**config.mk**
```make
export PLATFORM = sky130hd
export DESIGN_NAME = branch_predictor
export DESIGN_NICKNAME = d
export VERILOG_FILES = /design/src/rtl/bp_types_pkg.sv /design/src/rtl/sat_counter.sv /design/src/rtl/branch_predictor.sv
export SDC_FILE = /design/constraint.sdc
export NUM_CORES = 2
export LEC_CHECK = 0
export ABC_AREA = 1
export CORE_AREA = 4 4 349 248
export CTS_CLUSTER_DIAMETER = 50
export DETAILED_ROUTE_END_ITERATION = 8
export DIE_AREA = 0 0 353 252
export PLACE_DENSITY = 0.78
export SYNTH_ARGS = -nofsm -noshare
export SYNTH_HDL_FRONTEND = slang
export SYNTH_SLANG_ARGS = --single-unit
```
**constraint.sdc**
```tcl
create_clock -name CLK -period 4.3 [get_ports CLK]
set_input_delay 0.43 -clock CLK [delete_from_list [all_inputs] [get_ports CLK]]
set_output_delay 0.43 -clock CLK [all_outputs]
set_load 0.02 [all_outputs]
```
**src/rtl/bp_types_pkg.sv**
```systemverilog
// Shared types and helpers for the fetch-stage branch target buffer.
// Default-width entry layout plus index/tag extraction and counter seed values.
package bp_types_pkg;

  localparam int BP_WORD_W  = 32;
  localparam int BP_ENTRIES = 16;
  localparam int BP_CNT_W   = 2;
  localparam int BP_IDX_W   = $clog2(BP_ENTRIES);
  localparam int BP_TAG_W   = BP_WORD_W - BP_IDX_W - 2;

  typedef struct packed {
    logic                  valid;
    logic [BP_TAG_W-1:0]   tag;
    logic [BP_WORD_W-3:0]  target;
    logic [BP_CNT_W-1:0]   cnt;
  } bp_entry_t;

  // Weakly-taken: MSB set, rest clear.
  function automatic logic [31:0] cnt_weak_taken(input int cnt_w);
    return 32'd1 << (cnt_w - 1);
  endfunction

  // Weakly-not-taken: MSB clear, rest set (0 for a 1-bit counter).
  function automatic logic [31:0] cnt_weak_ntaken(input int cnt_w);
    return (32'd1 << (cnt_w - 1)) - 32'd1;
  endfunction

  function automatic logic [63:0] idx_of(input logic [63:0] pc, input int idx_w);
    return (pc >> 2) & ((64'd1 << idx_w) - 64'd1);
  endfunction

  function automatic logic [63:0] tag_of(input logic [63:0] pc, input int idx_w);
    return pc >> (idx_w + 2);
  endfunction

endpackage

```
**src/rtl/sat_counter.sv**
```systemverilog
// Next-value logic for an up/down counter that saturates at 0 and all-ones.
// Combinational; inc and dec together (or neither) hold the value.
module sat_counter #(
  parameter int W = 2
) (
  input  logic [W-1:0] cur,
  input  logic         inc,
  input  logic         dec,
  output logic [W-1:0] nxt
);

  always_comb begin
    nxt = cur;
    if (inc && !dec && (cur != '1))
      nxt = cur + W'(1);
    else if (dec && !inc && (cur != '0))
      nxt = cur - W'(1);
  end

endmodule

```
**src/rtl/branch_predictor.sv**
```systemverilog
// Direct-mapped BTB with per-entry direction counters: zero-latency lookup,
// single-cycle training from EX, saturating update/mispredict statistics.
module branch_predictor
  import bp_types_pkg::*;
#(
  parameter int ENTRIES = 16,
  parameter int CNT_W   = 2,
  parameter int STAT_W  = 16,
  parameter int WORD_W  = 32
) (
  input  logic              CLK,
  input  logic              RST,
  input  logic [WORD_W-1:0] lookup_pc,
  output logic              pred_hit,
  output logic              pred_taken,
  output logic [WORD_W-1:0] pred_target,
  input  logic              upd_en,
  input  logic [WORD_W-1:0] upd_pc,
  input  logic              upd_taken,
  input  logic [WORD_W-1:0] upd_target,
  input  logic              upd_mispredict,
  input  logic              clear,
  output logic [STAT_W-1:0] stat_updates,
  output logic [STAT_W-1:0] stat_mispredicts
);

  localparam int IDX_W = $clog2(ENTRIES);
  localparam int TAG_W = WORD_W - IDX_W - 2;
  localparam logic [CNT_W-1:0] CNT_WT  = CNT_W'(cnt_weak_taken(CNT_W));
  localparam logic [CNT_W-1:0] CNT_WNT = CNT_W'(cnt_weak_ntaken(CNT_W));

  typedef struct packed {
    logic              valid;
    logic [TAG_W-1:0]  tag;
    logic [WORD_W-3:0] target;
    logic [CNT_W-1:0]  cnt;
  } entry_t;

  entry_t            bt_q [ENTRIES];
  entry_t            l_ent;
  entry_t            u_ent;
  logic [IDX_W-1:0]  l_idx;
  logic [IDX_W-1:0]  u_idx;
  logic [TAG_W-1:0]  l_tag;
  logic [TAG_W-1:0]  u_tag;
  logic              u_hit;
  logic [CNT_W-1:0]  cnt_nxt;
  logic [STAT_W-1:0] upd_nxt;
  logic [STAT_W-1:0] mis_nxt;
  logic              unused_tgt_lsbs;

  assign unused_tgt_lsbs = ^upd_target[1:0];

  assign l_idx = IDX_W'(idx_of(64'(lookup_pc), IDX_W));
  assign l_tag = TAG_W'(tag_of(64'(lookup_pc), IDX_W));
  assign u_idx = IDX_W'(idx_of(64'(upd_pc), IDX_W));
  assign u_tag = TAG_W'(tag_of(64'(upd_pc), IDX_W));

  // Lookup reads registered state only, so a same-cycle update is not bypassed.
  assign l_ent       = bt_q[l_idx];
  assign pred_hit    = l_ent.valid && (l_ent.tag == l_tag);
  assign pred_taken  = pred_hit && l_ent.cnt[CNT_W-1];
  assign pred_target = pred_taken ? {l_ent.target, 2'b00} : lookup_pc + WORD_W'(4);

  assign u_ent = bt_q[u_idx];
  assign u_hit = u_ent.valid && (u_ent.tag == u_tag);

  sat_counter #(.W(CNT_W)) u_dir_cnt (
    .cur (u_ent.cnt),
    .inc (upd_taken),
    .dec (!upd_taken),
    .nxt (cnt_nxt)
  );

  sat_counter #(.W(STAT_W)) u_stat_upd (
    .cur (stat_updates),
    .inc (upd_en),
    .dec (1'b0),
    .nxt (upd_nxt)
  );

  sat_counter #(.W(STAT_W)) u_stat_mis (
    .cur (stat_mispredicts),
    .inc (upd_en && upd_mispredict),
    .dec (1'b0),
    .nxt (mis_nxt)
  );

  always_ff @(posedge CLK) begin
    if (RST) begin
      for (int i = 0; i < ENTRIES; i++)
        bt_q[i] <= '{valid: 1'b0, tag: '0, target: '0, cnt: CNT_WNT};
      stat_updates     <= '0;
      stat_mispredicts <= '0;
    end else begin
      stat_updates     <= upd_nxt;
      stat_mispredicts <= mis_nxt;
      // A flush outranks training: only valid bits change, no allocation.
      if (clear) begin
        for (int i = 0; i < ENTRIES; i++)
          bt_q[i].valid <= 1'b0;
      end else if (upd_en) begin
        if (u_hit) begin
          bt_q[u_idx].cnt <= cnt_nxt;
          if (upd_taken)
            bt_q[u_idx].target <= upd_target[WORD_W-1:2];
        end else if (upd_taken) begin
          bt_q[u_idx] <= '{valid: 1'b1, tag: u_tag,
                           target: upd_target[WORD_W-1:2], cnt: CNT_WT};
        end
      end
    end
  end

endmodule

```
==> reports/metrics.cfg <==
[logic_synthesis]
synth_seq_area_share_pct=58.1
yosys_warnings=0
async_reset_ff_share_pct=0
syn_area_per_cell_um2=8.70
ys_seq_elements=976
ys_types=53
synth_edf_count=928
ys.flop_type=edfxtp_1
netlist_instances=5708
syn_area_mm2=0.0496
synth.net_count=5815

[floorplanning]
pin_count=168
die_h_um=252
std_cell_rows=89
placeableCoreArea_mm2=0.0834
die-area_mm2=0.0890
die_w_um=353
start_util_pct=59.5

[cts]
numClockSinks=976
cts_tree=built
cts.clk_slew.worst_paths_ns=0.06
root_buffer=clkbuf_16
insertion_delay_ns=0.69
numCtsBuffers=98
cts_buffer_depth=3
cts_max_level=3

[status]
violations=design-rule violations
status=complete, but fails checks

[flow_run]
max_cap_violations=0

[grt]
grt_first_pass_wirelength_um=263000
overflow=0
grt_usage_pct=39.7
grt_max_degree=181
grt_pass1_vias=41315
antenna_found_initial=5

[worst_setup_path]
path_buf_inv=4
worstPathMaxFanout=18
reg2reg_slack_ns=0.59
cp-start-kind=flop
cp_data_required_time_ns=3.87
critical-path-slowest-cell=edfxtp_1
r2r_cells=21
crit_top_cell=nand2_1
crit_family=simple AND/OR/NAND/NOR gates
reg2reg_to=bt_q[10][38]
worst_setup_path_end_kind=primary output
path_class=flop to primary output
r2r_start=bt_q[1][35]
max_stage_delay_ns=0.38
cp_cell_sequence=nor2_1 -> nor2_1 -> o21ai_0 -> o21ai_0 -> buf_4 -> o211ai_1 -> nand2_1 -> nand2_1 -> nand2_1 -> nor2_1 -> nand2_1 -> nor2_2 -> nand4_2 -> buf_12 -> buf_12 -> o21ai_1 -> dlygate4sd2_1
crit_arrival_ns=3.80

[min_path]
min_from=bt_q[10][58]
hold_path_depth=2
min_path_type=flop to flop
min_to=bt_q[10][58]

[final_layout]
multi_input_area_mm2=0.0177
final_cell_mix=nor2_1 (1405), nand2_1 (1138), edfxtp_1 (928)
area_growth_pct=15.4
fill_cells=6241
final_nets=5978
drive_above_1_share_pct=8.84
seqCellArea_mm2=0.0288
fin_cells=7043
utilization_pct=68.7
layout_commonest_cell=nor2_1

[placed_design]
portBuffers=163
dp_slack_ns=-0.371
gp_congestion=1.02
dpl.cell_count=6863
dp_hpwl_um=113000

[pwr]
finalPower_mw=22.4
seq_power_share_pct=49.2
pwr-share-comb_pct=13.0
powerDensity_mw_per_mm2=390
p_sw_mw=5.98
clockPowerShare_pct=37.8
p_sw_share_pct=26.7
intPower_mw=16.4
leakage_nw=23.2
peakVddDrop_mv=0.335

[sta]
worst_slew_pin_slew_ns=0.907
timing.hold.ws_ns=0.474
max_freq_mhz=236
worst_slack_ns=0.0698
rsz0062_at_grt=no
fin_worst_skew_ns=0.0303
slew-limit-headroom_pct=39.6
finalMaxSlewViolations=0
timing.final.crit_share_pct=98.4
finalCriticalPeriod_ns=4.23
setup-violations-final=0
hold_violations=0

[route]
wirelength_um=181000
route.antenna.remaining_nets=0
via_per_inst=6.40
wl_per_cell_um=25.7
drt-initial-drc-count=8184
firstDrtPassIters=9
via_count=45084
drc_errors=16

## synthesized netlist by cell type (11+ instances only)
cell type,n,share of area [%]
nor3_1,28,0.28
nand2_4,11,0.25
nand2_1,1156,8.7
clkbuf_1,265,2.0
o22ai_1,91,1.1
dfxtp_1,48,1.9
a21oi_1,187,1.9
inv_1,316,2.4
o221ai_1,50,0.88
nand4_1,30,0.38
buf_2,102,1.0
a22oi_1,32,0.48
nand3_1,159,1.6
o21ai_0,651,6.6
o21ai_1,15,0.15
clkinv_1,26,0.20
nor2_1,1410,11
xor2_1,34,0.60
edfxtp_1,928,56
o211ai_1,24,0.36
a221oi_1,17,0.30
buf_4,38,0.57
## registers in the layout, indices dropped and copies added, names as in the netlist
signal	count
bt_q	944
stat_mispredicts	16
stat_updates	16
## cells by family (layout without fill, tap and decap cells)
kind of cell	after synthesis	after routing	share of synthesized area (%)
adder cells (fa/ha/maj)	5	5	0.126
XOR/XNOR	37	37	0.653
other	0	1	0
AND/OR/NAND/NOR	2819	2819	22.3
buffers and inverters	769	1011	6.45
AO/OA/AOI/OAI	1102	1102	12.4
flip-flops	976	976	58.1
## metal layers
layer | GRT usage (%) | wire length [um]
met5 | 0 | 40
met4 | 16.0 | 8990
met3 | 15.8 | 35500
met2 | 54.1 | 71500
met1 | 56.7 | 65200
## how the worst max path moves through the flow
stage / startpoint / cells past startpoint / endpoint / slack (ns)
after floorplan: upd_pc[2] / 24 / bt_q[2][32] / 0.93
after global placement: lookup_pc[5] / 16 / pred_target[12] / -0.31
after detailed placement: lookup_pc[5] / 16 / pred_target[12] / -0.37
after CTS: bt_q[0][47] / 20 / pred_taken / 0.01
after global routing: bt_q[0][47] / 17 / pred_target[16] / 0.004
final: bt_q[0][47] / 17 / pred_target[19] / 0.07
## worst reg2reg max path, stage by stage (launching register included)
cell	delay (ns)
edfxtp_1	0.38
nand2_1	0.07
o21ai_0	0.09
nand2_1	0.08
nand2_1	0.21
nand2_1	0.13
nand2_1	0.08
nor3_1	0.18
buf_4	0.14
nor2_1	0.04
nand2_1	0.05
nor2_1	0.04
nand2_1	0.05
nor2_1	0.04
buf_4	0.15
nand3_1	0.12
buf_4	0.16
nand4_2	0.12
nor2_4	0.56
nand2_1	0.23
nand2_1	0.17
buf_12	0.28
## stage by stage
| step | cell area, um2 | setup TNS, ns |
|---|---|---|
| after floorplan | 49600 | 0 |
| after global placement | 54200 | -5.50 |
| after detailed placement | 54200 | -7.61 |
| after CTS | 57200 | 0 |
| after global routing | 57300 | 0 |
| final | 57300 | 0 |
## area by class of cell
cell class                      instances  area share [%]
Antenna cell                            1         0.00437
Clock buffer                          128            4.57
Tap cell                             1092            2.39
Sequential cell                       976            50.3
Clock inverter                         51           0.813
Inverter                              349            2.32
Timing Repair Buffer                  483            8.64
Multi-Input combinational cell       3963            30.9
## power by group through the flow
stage	logic, mW	registers, mW	clock network [mW]
2_1_floorplan	1.50	11.2	0
3_3_place_gp	2.71	11.2	0
3_5_place_dp	2.75	11.2	0
4_1_cts	2.75	11.0	8.41
5_1_grt	3.03	11.0	8.80
6_report	2.90	11.0	8.45
## repair_timing
action,CTS,global route
gates cloned,0,0
buffers inserted,0,0
gates resized for setup,31,20
setup endpoints to repair,32,22
hold buffers,0,0
pin swaps,0,2
No activity file was read; power rests on OpenSTA's default activity.
